[src/rtl/lsu_mem_initiator_if.sv]
// rtl/lsu_mem_initiator_if.sv - request/response and data-memory bus for lsu_mem_initiator
// master is the initiator's view; slave is the core plus memory side.
interface lsu_mem_initiator_if #(
  parameter int WIDTH = 32
);
  logic             ReqValid;
  logic             ReqReady;
  logic             ReqWrite;
  logic [1:0]       LoadSrc;
  logic             LoadSign;
  logic [WIDTH-1:0] Addr;
  logic [WIDTH-1:0] WriteData;
  logic             RespValid;
  logic [WIDTH-1:0] ReadData;
  logic             MemEn;
  logic             MemWrite;
  logic [WIDTH-1:0] MemAddr;
  logic [3:0]       MemByteEn;
  logic [WIDTH-1:0] MemWData;
  logic [WIDTH-1:0] MemRData;

  modport master (
    input  ReqValid, ReqWrite, LoadSrc, LoadSign, Addr, WriteData, MemRData,
    output ReqReady, RespValid, ReadData, MemEn, MemWrite, MemAddr, MemByteEn, MemWData
  );

  modport slave (
    output ReqValid, ReqWrite, LoadSrc, LoadSign, Addr, WriteData, MemRData,
    input  ReqReady, RespValid, ReadData, MemEn, MemWrite, MemAddr, MemByteEn, MemWData
  );
endinterface

[src/rtl/lsu_mem_initiator.sv]
// rtl/lsu_mem_initiator.sv - load/store initiator driving a word-organised data memory
// Misaligned half/word accesses become two word accesses whose read data is merged.
module lsu_mem_initiator #(
  parameter int WIDTH = 32
) (
  input  logic                 clk,
  input  logic                 rst_n,
  lsu_mem_initiator_if.master  bus
);

  typedef enum logic [2:0] {
    S_IDLE,
    S_ACC0,
    S_ACC1,
    S_LAST,
    S_RESP
  } state_t;

  state_t           r_state;
  state_t           w_state_nxt;

  logic             r_write;
  logic [1:0]       r_src;
  logic             r_sign;
  logic [WIDTH-1:0] r_addr;
  logic [WIDTH-1:0] r_wdata;
  logic [WIDTH-1:0] r_word0;
  // Only the low three bytes of the second word can ever reach the result.
  logic [23:0]      r_word1;

  logic [1:0]       w_off;
  logic [2:0]       w_nbytes;
  logic [3:0]       w_nmask;
  logic             w_split;
  logic [7:0]       w_be_span;
  logic [2*WIDTH-1:0] w_wd_span;
  logic [WIDTH-1:0] w_word_addr;
  logic [WIDTH-1:0] w_rd_low;
  logic [WIDTH-1:0] w_load_val;

  assign w_off       = r_addr[1:0];
  assign w_word_addr = {r_addr[WIDTH-1:2], 2'b00};

  always_comb begin
    w_nbytes = 3'd4;
    w_nmask  = 4'b1111;
    case (r_src)
      2'b01: begin
        w_nbytes = 3'd2;
        w_nmask  = 4'b0011;
      end
      2'b10: begin
        w_nbytes = 3'd1;
        w_nmask  = 4'b0001;
      end
      default: begin
        w_nbytes = 3'd4;
        w_nmask  = 4'b1111;
      end
    endcase
  end

  assign w_split = (({1'b0, w_off} + w_nbytes) > 3'd4);

  // Low nibble holds first-word lanes, high nibble the spill into the next word.
  assign w_be_span = {4'b0000, w_nmask} << w_off;
  assign w_wd_span = {{WIDTH{1'b0}}, r_wdata} << {w_off, 3'b000};

  always_comb begin
    w_rd_low = r_word0;
    case (w_off)
      2'd1:    w_rd_low = {r_word1[7:0],  r_word0[31:8]};
      2'd2:    w_rd_low = {r_word1[15:0], r_word0[31:16]};
      2'd3:    w_rd_low = {r_word1[23:0], r_word0[31:24]};
      default: w_rd_low = r_word0;
    endcase
  end

  always_comb begin
    w_load_val = w_rd_low;
    case (r_src)
      2'b01:   w_load_val = {{(WIDTH-16){r_sign & w_rd_low[15]}}, w_rd_low[15:0]};
      2'b10:   w_load_val = {{(WIDTH-8){r_sign & w_rd_low[7]}}, w_rd_low[7:0]};
      default: w_load_val = w_rd_low;
    endcase
  end

  always_comb begin
    w_state_nxt = r_state;
    case (r_state)
      S_IDLE:  if (bus.ReqValid) w_state_nxt = S_ACC0;
      S_ACC0:  w_state_nxt = w_split ? S_ACC1 : S_LAST;
      S_ACC1:  w_state_nxt = S_LAST;
      S_LAST:  w_state_nxt = S_RESP;
      S_RESP:  w_state_nxt = S_IDLE;
      default: w_state_nxt = S_IDLE;
    endcase
  end

  always_comb begin
    bus.ReqReady  = 1'b0;
    bus.RespValid = 1'b0;
    bus.ReadData  = '0;
    bus.MemEn     = 1'b0;
    bus.MemWrite  = 1'b0;
    bus.MemAddr   = '0;
    bus.MemByteEn = 4'b0000;
    bus.MemWData  = '0;
    case (r_state)
      S_IDLE: bus.ReqReady = 1'b1;
      S_ACC0: begin
        bus.MemEn     = 1'b1;
        bus.MemWrite  = r_write;
        bus.MemAddr   = w_word_addr;
        bus.MemByteEn = w_be_span[3:0];
        bus.MemWData  = w_wd_span[WIDTH-1:0];
      end
      S_ACC1: begin
        bus.MemEn     = 1'b1;
        bus.MemWrite  = r_write;
        bus.MemAddr   = w_word_addr + WIDTH'(4);
        bus.MemByteEn = w_be_span[7:4];
        bus.MemWData  = w_wd_span[2*WIDTH-1:WIDTH];
      end
      S_RESP: begin
        bus.RespValid = 1'b1;
        bus.ReadData  = r_write ? '0 : w_load_val;
      end
      default: ;
    endcase
  end

  always_ff @(posedge clk) begin
    if (!rst_n) begin
      r_state <= S_IDLE;
      r_write <= 1'b0;
      r_src   <= 2'b00;
      r_sign  <= 1'b0;
      r_addr  <= '0;
      r_wdata <= '0;
      r_word0 <= '0;
      r_word1 <= '0;
    end else begin
      r_state <= w_state_nxt;
      case (r_state)
        S_IDLE: begin
          if (bus.ReqValid) begin
            r_write <= bus.ReqWrite;
            r_src   <= bus.LoadSrc;
            r_sign  <= bus.LoadSign;
            r_addr  <= bus.Addr;
            r_wdata <= bus.WriteData;
            r_word0 <= '0;
            r_word1 <= '0;
          end
        end
        // Read data lags MemEn by one cycle, so ACC1 sees the first word.
        S_ACC1: r_word0 <= bus.MemRData;
        S_LAST: begin
          if (w_split) r_word1 <= bus.MemRData[23:0];
          else         r_word0 <= bus.MemRData;
        end
        default: ;
      endcase
    end
  end

endmodule
[src/flat_wrapper.sv]
// flat-port wrapper written by rule: the top's interface ports become plain ports
module lsu_mem_initiator_flat 
#(
  parameter int WIDTH = 32
)
  (clk, rst_n, bus_ReqValid, bus_ReqWrite, bus_LoadSrc, bus_LoadSign, bus_Addr, bus_WriteData, bus_MemRData, bus_ReqReady, bus_RespValid, bus_ReadData, bus_MemEn, bus_MemWrite, bus_MemAddr, bus_MemByteEn, bus_MemWData);
  lsu_mem_initiator_if #(.WIDTH(WIDTH)) bus_i ();
  input  logic clk;
  input  logic rst_n;
  input wire logic [$bits(bus_i.ReqValid)-1:0] bus_ReqValid;
  input wire logic [$bits(bus_i.ReqWrite)-1:0] bus_ReqWrite;
  input wire logic [$bits(bus_i.LoadSrc)-1:0] bus_LoadSrc;
  input wire logic [$bits(bus_i.LoadSign)-1:0] bus_LoadSign;
  input wire logic [$bits(bus_i.Addr)-1:0] bus_Addr;
  input wire logic [$bits(bus_i.WriteData)-1:0] bus_WriteData;
  input wire logic [$bits(bus_i.MemRData)-1:0] bus_MemRData;
  output wire logic [$bits(bus_i.ReqReady)-1:0] bus_ReqReady;
  output wire logic [$bits(bus_i.RespValid)-1:0] bus_RespValid;
  output wire logic [$bits(bus_i.ReadData)-1:0] bus_ReadData;
  output wire logic [$bits(bus_i.MemEn)-1:0] bus_MemEn;
  output wire logic [$bits(bus_i.MemWrite)-1:0] bus_MemWrite;
  output wire logic [$bits(bus_i.MemAddr)-1:0] bus_MemAddr;
  output wire logic [$bits(bus_i.MemByteEn)-1:0] bus_MemByteEn;
  output wire logic [$bits(bus_i.MemWData)-1:0] bus_MemWData;
  assign bus_i.ReqValid = bus_ReqValid;
  assign bus_i.ReqWrite = bus_ReqWrite;
  assign bus_i.LoadSrc = bus_LoadSrc;
  assign bus_i.LoadSign = bus_LoadSign;
  assign bus_i.Addr = bus_Addr;
  assign bus_i.WriteData = bus_WriteData;
  assign bus_i.MemRData = bus_MemRData;
  assign bus_ReqReady = bus_i.ReqReady;
  assign bus_RespValid = bus_i.RespValid;
  assign bus_ReadData = bus_i.ReadData;
  assign bus_MemEn = bus_i.MemEn;
  assign bus_MemWrite = bus_i.MemWrite;
  assign bus_MemAddr = bus_i.MemAddr;
  assign bus_MemByteEn = bus_i.MemByteEn;
  assign bus_MemWData = bus_i.MemWData;
  lsu_mem_initiator #(.WIDTH(WIDTH)) u_core (.clk(clk), .rst_n(rst_n), .bus(bus_i));
endmodule
[config.mk]
export PLATFORM = sky130hd
export DESIGN_NAME = lsu_mem_initiator_flat
export DESIGN_NICKNAME = d
export VERILOG_FILES = /design/src/rtl/lsu_mem_initiator_if.sv /design/src/rtl/lsu_mem_initiator.sv /design/src/flat_wrapper.sv
export SDC_FILE = /design/constraint.sdc
export NUM_CORES = 1
export LEC_CHECK = 0
export CORE_MARGIN = 2
export CORE_UTILIZATION = 50
export DETAILED_ROUTE_END_ITERATION = 16
export PLACE_DENSITY = 0.82
export SLEW_MARGIN = 20
export SYNTH_ARGS = -nofsm -noshare
export SYNTH_HDL_FRONTEND = slang
export SYNTH_SLANG_ARGS = --single-unit
export TNS_END_PERCENT = 100
[constraint.sdc]
create_clock -name clk -period 4.6 [get_ports clk]
set_input_delay 0.92 -clock clk [delete_from_list [all_inputs] [get_ports clk]]
set_output_delay 0.92 -clock clk [all_outputs]
set_load 0.005 [all_outputs]
==> run_results.csv, run 1 <==
group,metric,value,unit
floorplanning,core,0.0151,mm2
global_route,grt_max_degree,126,
clocking,h-tree-depth,4,
logic_synthesis,ys_warn_count,0,
clocking,cts_sinks,127,
global_route,grt_pass1_vias,7477,
setup_path,crit_top_cell,"mux2i_1",
sta,fin_crit_sh,0.912,
placement,place_congestion,0.963,
setup_path,cp-start-kind,"flop",
routing,drt_iter0_markers,853,
layout,utilization,0.687,
logic_synthesis,synth_cell_types,50,
clocking,postCtsSetupBuffers,0,
layout,regArea,0.00255,mm2
global_route,grt_util_met3,0.0634,
global_route,grt_pass1_wl,38.4,mm
setup_path,r2r_slack,1.29,ns
logic_synthesis,async_reset_ff_frac,0,
power,leakage,3.56,nW
worst_hold_path,min_from,"u_core.r_word1[23]$_SDFFE_PN0P_",
setup_path,r2r_cells,9,
setup_path,critPathRequiredTime,3.68,ns
sta,worst_pin_slew,0.992,ns
logic_synthesis,netlist_instances,1060,
floorplanning,die_y,128,um
logic_synthesis,synth_area_leaders,"dfxtp_1, nand2_1, a21boi_0",
routing,via_count,8292,
routing,wl_per_cell,17.4,um
placement,dp_hpwl,16.6,mm
clocking,clk_latency,0.42,ns
sta,skew,0.0107,ns
layout,fillers,1234,
setup_path,crit_arrival,3.28,ns
placement,postPlaceCellArea,0.00968,mm2
sta,fin_tns_setup,0,ns
setup_path,end_kind,"output port",
power,p_per_area,369,mW/mm2
logic_synthesis,synthAdderAreaFrac,0.0124,
clocking,cts_hold_buf,0,
clocking,clkSlewWorstSetupHoldPaths,0.06,ns
floorplanning,dieArea,0.0163,mm2
clocking,root_buffer,"clkbuf_16",
routing,firstDrtPassIters,5,
clocking,clk_path_buf_depth,2,
clocking,cts_made_buffers,17,
global_route,met2_usage,0.467,
setup_path,r2r_end,"u_core.r_word1[8]$_SDFFE_PN0P_",
layout,area_growth,35.3,%
routing,drc,0,
sta,slew_headroom,0.336,
sta,finalCriticalPeriod,4.20,ns
setup_path,slowest_delay,0.68,ns
setup_path,crit_chain,"buf_4 > mux2i_1 > mux2i_1 > a22oi_1 > or4b_4 > o21ai_0 > clkdlybuf4s50_1",
setup_path,endpoint,"bus_ReadData[19]",
worst_hold_path,hold_class,"flop to flop",
logic_synthesis,ys_seq_elements,127,
setup_path,path_max_fanout,29,
sta,setup_ws,0.403,ns
layout,drive_gt1_frac,0.0646,
floorplanning,start_util,0.507,
routing,drt_wl_total,24.6,mm
setup_path,path_class,"flop to output port",
global_route,top_usage_layer,"met2",
layout,multiInputGateArea,0.00469,mm2
sta,final_max_slew_viol_count,0,
logic_synthesis,syn_avg_cell_area,7.22,um2
logic_synthesis,netlist.area_leader.share,0.332,
clocking,cts_tree,"done",
run,cap_viol_max_count,0,
outcome,status,"completed",
logic_synthesis,synth_ff_type,"dfxtp_1",
routing,antenna_left,0,
sta,max_freq,238,MHz
routing,via_per_inst,5.88,
placement,portBuffers,204,
clocking,cts_resized,0,
setup_path,r2r-start,"u_core.r_addr[0]$_SDFFE_PN0P_",
logic_synthesis,synth_top_family_by_area,"simple AND/OR/NAND/NOR gates",
logic_synthesis,synth_edf_count,0,
global_route,antenna_found_initial,0,
global_route,grt_usage,0.294,
logic_synthesis,synth_compound_area_frac,0.242,
placement,place_ws,0.887,ns
sta,grt_setup_unrepaired,"no",
logic_synthesis,synth.largest_area_cell,"dfxtp_1",
layout,finalNetCount,1319,
power,worst_ir_drop_vdd,0.331,mV
setup_path,slowest_stage,"or4b_4",
floorplanning,placementRows,45,
logic_synthesis,synth_xor_area_frac,0.00915,
sta,finalSetupViolCount,0,
global_route,use_met1,0.385,
setup_path,crit_path_start,"u_core.r_addr[1]$_SDFFE_PN0P_",
logic_synthesis,synth-simple-area-share,0.256,
sta,hold_viol,0,
global_route,grt-ovfl-total,0,
layout,n_antenna_cell,0,
floorplanning,die_w,128,um
layout,finish.instance_area,0.0104,mm2
logic_synthesis,ys_seq_area_frac,0.332,
logic_synthesis,muxShareOfSynthArea,0.0902,
logic_synthesis,syn_area,0.00766,mm2
floorplanning,ios,207,
[how the worst min path moves through the flow]
stage / endpoint / slack, ns / depth (start not counted)
global placement: u_core.r_word1[13]$_SDFFE_PN0P_ / 0.44 / 2
CTS: u_core.r_word1[17]$_SDFFE_PN0P_ / 0.45 / 2
global route: u_core.r_word1[17]$_SDFFE_PN0P_ / 0.47 / 2
floorplan: u_core.r_word1[13]$_SDFFE_PN0P_ / 0.43 / 2
detailed placement: u_core.r_word1[17]$_SDFFE_PN0P_ / 0.44 / 2
finish: u_core.r_word1[23]$_SDFFE_PN0P_ / 0.46 / 2
[stage by stage]
stage,std cells,hold slack (ns),total power [mW]
after floorplan,1061,0.427,1.94
after global placement,1377,0.440,2.32
after detailed placement,1377,0.444,2.33
after CTS,1409,0.450,3.82
after global routing,1410,0.469,3.99
final,1410,0.456,3.82
[registers in the layout, indices dropped and copies added (netlist names)]
signal	count
u_core.r_sign	1
u_core.r_word0	32
u_core.r_addr	32
u_core.r_src	2
u_core.r_state	3
u_core.r_word1	24
u_core.r_write	1
u_core.r_wdata	32
[placed cells by master (no fill, tap or decap), types with 3 or more instances in the layout]
cell type	instances
a21boi_1	6
o21ai_2	10
xnor2_1	3
nor2_1	45
or3_1	3
buf_4	17
a211oi_1	15
a21oi_1	53
clkinv_4	4
nand3_1	80
clkinvlp_4	3
a21boi_0	86
o31ai_1	5
o21ai_0	97
and2_1	4
clkbuf_16	17
nor3b_2	3
mux2_2	8
mux2i_1	60
a31oi_1	7
nand4_1	11
and3_1	13
dfxtp_1	125
xor2_1	5
ha_1	6
inv_1	11
nor2b_1	8
clkdlybuf4s50_1	203
nand2_1	264
bufinv_16	5
o22ai_1	8
[layer usage]
layer	up-vias	routed length, um	part of all wire
met5	-	0	0
met1	3833	10400	0.42
met3	63	2100	0.085
met4	0	915	0.037
met2	435	11100	0.45
li1	3961	-	-
[cell families (layout without fill, tap and decap cells)]
logic type,Yosys count,count (layout)
DFF,127,127
muxes,68,68
buffers and inverters,104,265
other,1,2
and+or+nand+nor,448,448
AOI/OAI and AO/OA,297,297
xor gates and xnor gates,8,8
adders and majority gates,7,7
[report_power, final]
part	total (mW)	internal (mW)	leakage [nW]	switching (mW)
registers	1.33	1.20	1.04	0.128
clock network	1.49	0.977	0.309	0.511
logic	1.01	0.408	2.22	0.598
total	3.82	2.59	3.56	1.24
[worst max-delay path, delay by kind of cell (launching register included)]
family	cells	cell delay [ns]
AOI/OAI and AO/OA	2	0.24
buffers and inverters	2	1.00
DFF	1	0.55
muxes	2	0.37
and+or+nand+nor	1	0.68
[synthesized netlist by cell type (all sizes together) (2+ instances only)]
master / instances
xor2: 5
o22ai: 8
a21o: 2
dfxtp: 127
and3: 13
mux2i: 60
a21boi: 92
nand2b: 2
o31ai: 5
nand2: 265
a211oi: 15
nand3: 80
nor3b: 4
a31oi: 7
nor4: 2
nor2b: 8
clkbuf: 55
a21oi: 53
or3: 3
nand4: 11
ha: 6
mux2: 8
and2: 6
xnor2: 3
o21ai: 107
a22o: 2
nor2: 46
nand3b: 2
inv: 12
o41ai: 2
nor3: 2
buf: 37
[final cells by class]
type,count,area share
inverters,12,0.00435
repair buffers,221,0.211
clock buffers,19,0.0427
multi-input cells,830,0.453
flip-flops and latches,127,0.246
well taps,188,0.0227
clock inverters,13,0.0205
Power figures use the tool's default switching activity.
==> inputs of run 2 (changes only) <==
--- a/config.mk
+++ b/config.mk
@@ -5,6 +5,7 @@
 export SDC_FILE = /design/constraint.sdc
 export NUM_CORES = 1
 export LEC_CHECK = 0
+export ABC_CLOCK_PERIOD_IN_PS = 4600
 export CORE_MARGIN = 2
 export CORE_UTILIZATION = 50
 export DETAILED_ROUTE_END_ITERATION = 16
==> results of run 2 <==
Same layout as run 1: the final DEF is identical, and so are final timing and power.
==> inputs of run 3 (changes only) <==
--- a/config.mk
+++ b/config.mk
@@ -5,12 +5,12 @@
 export SDC_FILE = /design/constraint.sdc
 export NUM_CORES = 1
 export LEC_CHECK = 0
+export ABC_AREA = 1
 export ABC_CLOCK_PERIOD_IN_PS = 4600
 export CORE_MARGIN = 2
 export CORE_UTILIZATION = 50
 export DETAILED_ROUTE_END_ITERATION = 16
 export PLACE_DENSITY = 0.82
-export SLEW_MARGIN = 20
 export SYNTH_ARGS = -nofsm -noshare
 export SYNTH_HDL_FRONTEND = slang
 export SYNTH_SLANG_ARGS = --single-unit
==> run 3 against run 2 <==
Compared with the run above: combinational power rose by 50%; final area rose by 2.5%; synthesized cell count rose by 26%; worst setup slack got worse by 0.19 ns; critical path depth did not move; clock skew fell by 0.0023 ns; clock-buffer cell count rose by 6; final cell count rose by 22%; sequential power rose by 15%.
==> run_results.csv, run 3 <==
group,metric,value,unit
logic_synthesis,async_reset_ff_frac,0,
setup_path,slowest_delay,0.60,ns
run,cap_viol_max_count,0,
logic_synthesis,synth_ff_type,"dfxtp_1",
routing,drt_iter0_markers,1036,
clocking,postCtsSetupBuffers,0,
clocking,cts_sinks,127,
setup_path,r2r-start,"u_core.r_addr[0]$_SDFFE_PN0P_",
global_route,grt_pass1_wl,44.5,mm
global_route,grt_usage,0.334,
power,leakage,4.21,nW
logic_synthesis,synth_edf_count,0,
routing,antenna_left,0,
logic_synthesis,synthAdderAreaFrac,0.0118,
routing,via_count,9722,
logic_synthesis,synth_top_family_by_area,"compound AO/OA/AOI/OAI gates",
global_route,antenna_found_initial,0,
logic_synthesis,synth_area_leaders,"dfxtp_1, o21ai_0, nand2_1",
layout,drive_gt1_frac,0.0394,
layout,largestRegisters,"u_core.r_addr x32, u_core.r_wdata x32, u_core.r_word0 x32",
logic_synthesis,netlist_instances,1333,
setup_path,critPathRequiredTime,3.68,ns
power,worst_ir_drop_vdd,0.274,mV
placement,dp_hpwl,20.8,mm
layout,n_antenna_cell,0,
global_route,grt_max_degree,76,
floorplanning,dieArea,0.0171,mm2
setup_path,crit_top_cell,"nand2_1",
clocking,root_buffer,"clkbuf_16",
floorplanning,placementRows,46,
placement,place_congestion,0.951,
power,p_per_area,412,mW/mm2
floorplanning,start_util,0.509,
clocking,cts_made_buffers,17,
routing,firstDrtPassIters,6,
global_route,grt_pass1_vias,8732,
logic_synthesis,synth_cell_types,39,
logic_synthesis,synth-simple-area-share,0.251,
layout,area_growth,32.0,%
sta,max_freq,228,MHz
setup_path,path_buf_inv,2,
sta,finalSetupViolCount,0,
setup_path,cp.depth,7,
worst_hold_path,hold_path_depth,2,
setup_path,cp-start-kind,"flop",
floorplanning,die_y,131,um
floorplanning,ios,207,
clocking,cts_tree,"done",
routing,drt_wl_total,29.3,mm
logic_synthesis,synth_xor_area_frac,0.00109,
worst_hold_path,hold_class,"flop to flop",
clocking,cts_hold_buf,0,
logic_synthesis,synth.most_common_cell,"nand2_1",
sta,hold_viol,0,
global_route,grt-ovfl-total,0,
setup_path,r2r_slack,1.27,ns
clocking,h-tree-depth,4,
sta,fin_tns_setup,0,ns
placement,portBuffers,204,
routing,drc,0,
sta,slew_headroom,0.238,
clocking,clk_path_buf_depth,2,
layout,layout_common_cells,"nand2_1, nor2_1, o21ai_0",
setup_path,end_kind,"output port",
sta,fin_crit_sh,0.953,
setup_path,slowest_stage,"dfxtp_1",
setup_path,crit_chain,"nand2_1 > inv_2 > nand2_1 > nand3_1 > nand4_1 > a21oi_1 > clkdlybuf4s50_1",
routing,wl_per_cell,17.1,um
logic_synthesis,ys_seq_elements,127,
clocking,cts_resized,0,
setup_path,r2r_end,"u_core.r_word0[23]$_SDFFE_PN0P_",
setup_path,crit_arrival,3.46,ns
floorplanning,core,0.0158,mm2
floorplanning,die_w,131,um
setup_path,crit_family,"simple AND/OR/NAND/NOR gates",
logic_synthesis,synth.largest_area_cell,"dfxtp_1",
logic_synthesis,ys_seq_area_frac,0.316,
logic_synthesis,muxShareOfSynthArea,0,
routing,via_per_inst,5.67,
layout,final_common_cell,"nand2_1",
logic_synthesis,netlist.area_leader.share,0.316,
outcome,status,"completed",
logic_synthesis,synth_compound_area_frac,0.283,
sta,skew,0.00838,ns
logic_synthesis,syn_avg_cell_area,6.04,um2
layout,finalNetCount,1596,
sta,final_max_slew_viol_count,0,
sta,finalCriticalPeriod,4.38,ns
sta,grt_setup_unrepaired,"no",
setup_path,path_max_fanout,20,
setup_path,crit_path_start,"u_core.r_addr[1]$_SDFFE_PN0P_",
clocking,clk_latency,0.42,ns
logic_synthesis,syn_area,0.00805,mm2
sta,worst_pin_slew,1.14,ns
sta,whs,0.468,ns
setup_path,path_class,"flop to output port",
logic_synthesis,ys_warn_count,0,
setup_path,r2r_cells,12,
setup_path,endpoint,"bus_ReadData[13]",
logic_synthesis,synthTopCellsByCount,"nand2_1, nor2_1, o21ai_0, inv_1, a21oi_1",
clocking,clkSlewWorstSetupHoldPaths,0.05,ns
-- run 3: cell types whose count changed after synthesis, sizes merged, moves of 16 or more --
cell	change
mux2i	-60
nand3	-32
inv	+172
a21boi	-92
clkbuf	-16
o21ai	+119
a21oi	+88
nand2	-42
nor2	+176
-- run 3: final cells by class --
cell class,instances,area [um2]
Fill cell,1518,5200
Multi-Input combinational cell,940,4410
Sequential cell,127,2540
Timing Repair Buffer,216,2140
Inverter,184,692
Clock buffer,25,485
Tap cell,216,270
Clock inverter,6,82.6
-- run 3: worst min-delay path by stage --
stage,slack [ns],end,from
2_1_floorplan,0.44,u_core.r_wdata[10]$_SDFFE_PN0P_,u_core.r_wdata[10]$_SDFFE_PN0P_
6_report,0.47,u_core.r_wdata[29]$_SDFFE_PN0P_,u_core.r_wdata[29]$_SDFFE_PN0P_
4_1_cts,0.47,u_core.r_wdata[28]$_SDFFE_PN0P_,u_core.r_wdata[28]$_SDFFE_PN0P_
3_5_place_dp,0.46,u_core.r_wdata[28]$_SDFFE_PN0P_,u_core.r_wdata[28]$_SDFFE_PN0P_
5_1_grt,0.49,u_core.r_wdata[14]$_SDFFE_PN0P_,u_core.r_wdata[14]$_SDFFE_PN0P_
3_3_place_gp,0.45,u_core.r_wdata[14]$_SDFFE_PN0P_,u_core.r_wdata[14]$_SDFFE_PN0P_
-- run 3: through the flow --
stage | cells | area (um2) | utilization | setup slack [ns] | power, mW
3_3_place_gp | 1683 | 10100 | 0.635 | 0.888 | 2.99
3_5_place_dp | 1683 | 10100 | 0.635 | 0.775 | 3.01
5_1_grt | 1714 | 10600 | 0.671 | 0.0346 | 4.60
2_1_floorplan | 1334 | 8050 | - | 2.08 | 2.43
4_1_cts | 1714 | 10600 | 0.671 | 0.310 | 4.34
6_report | 1714 | 10600 | 0.671 | 0.217 | 4.38
-- run 3: cells by family after synthesis --
family	count (synthesis)
other	1
AO/OA/AOI/OAI	428
adder cells (fa/ha/maj)	7
buffers and inverters	267
XOR/XNOR	1
AND/OR/NAND/NOR	502
flip-flops	127
-- run 3: worst register-to-register path, delay by kind of cell, from the launching register on --
| kind | cells | cell delay (ns) |
|---|---|---|
| flops | 1 | 0.55 |
| buf+inv | 3 | 1.31 |
| fa+ha+maj | 2 | 0.70 |
| simple gates | 7 | 0.71 |
-- run 3: metal layers --
| layer | track usage | wire (um) | vias up |
|---|---|---|---|
| met5 | 0 | 0 | - |
| met4 | 0.151 | 1280 | 0 |
| met3 | 0.0643 | 2600 | 103 |
| met2 | 0.555 | 13600 | 537 |
| met1 | 0.422 | 11800 | 4429 |
| li1 | - | - | 4653 |
-- run 3: where the power goes --
| group | internal [mW] | switching (mW) |
|---|---|---|
| combinational | 0.563 | 0.944 |
| sequential | 1.31 | 0.219 |
| clock | 0.835 | 0.504 |
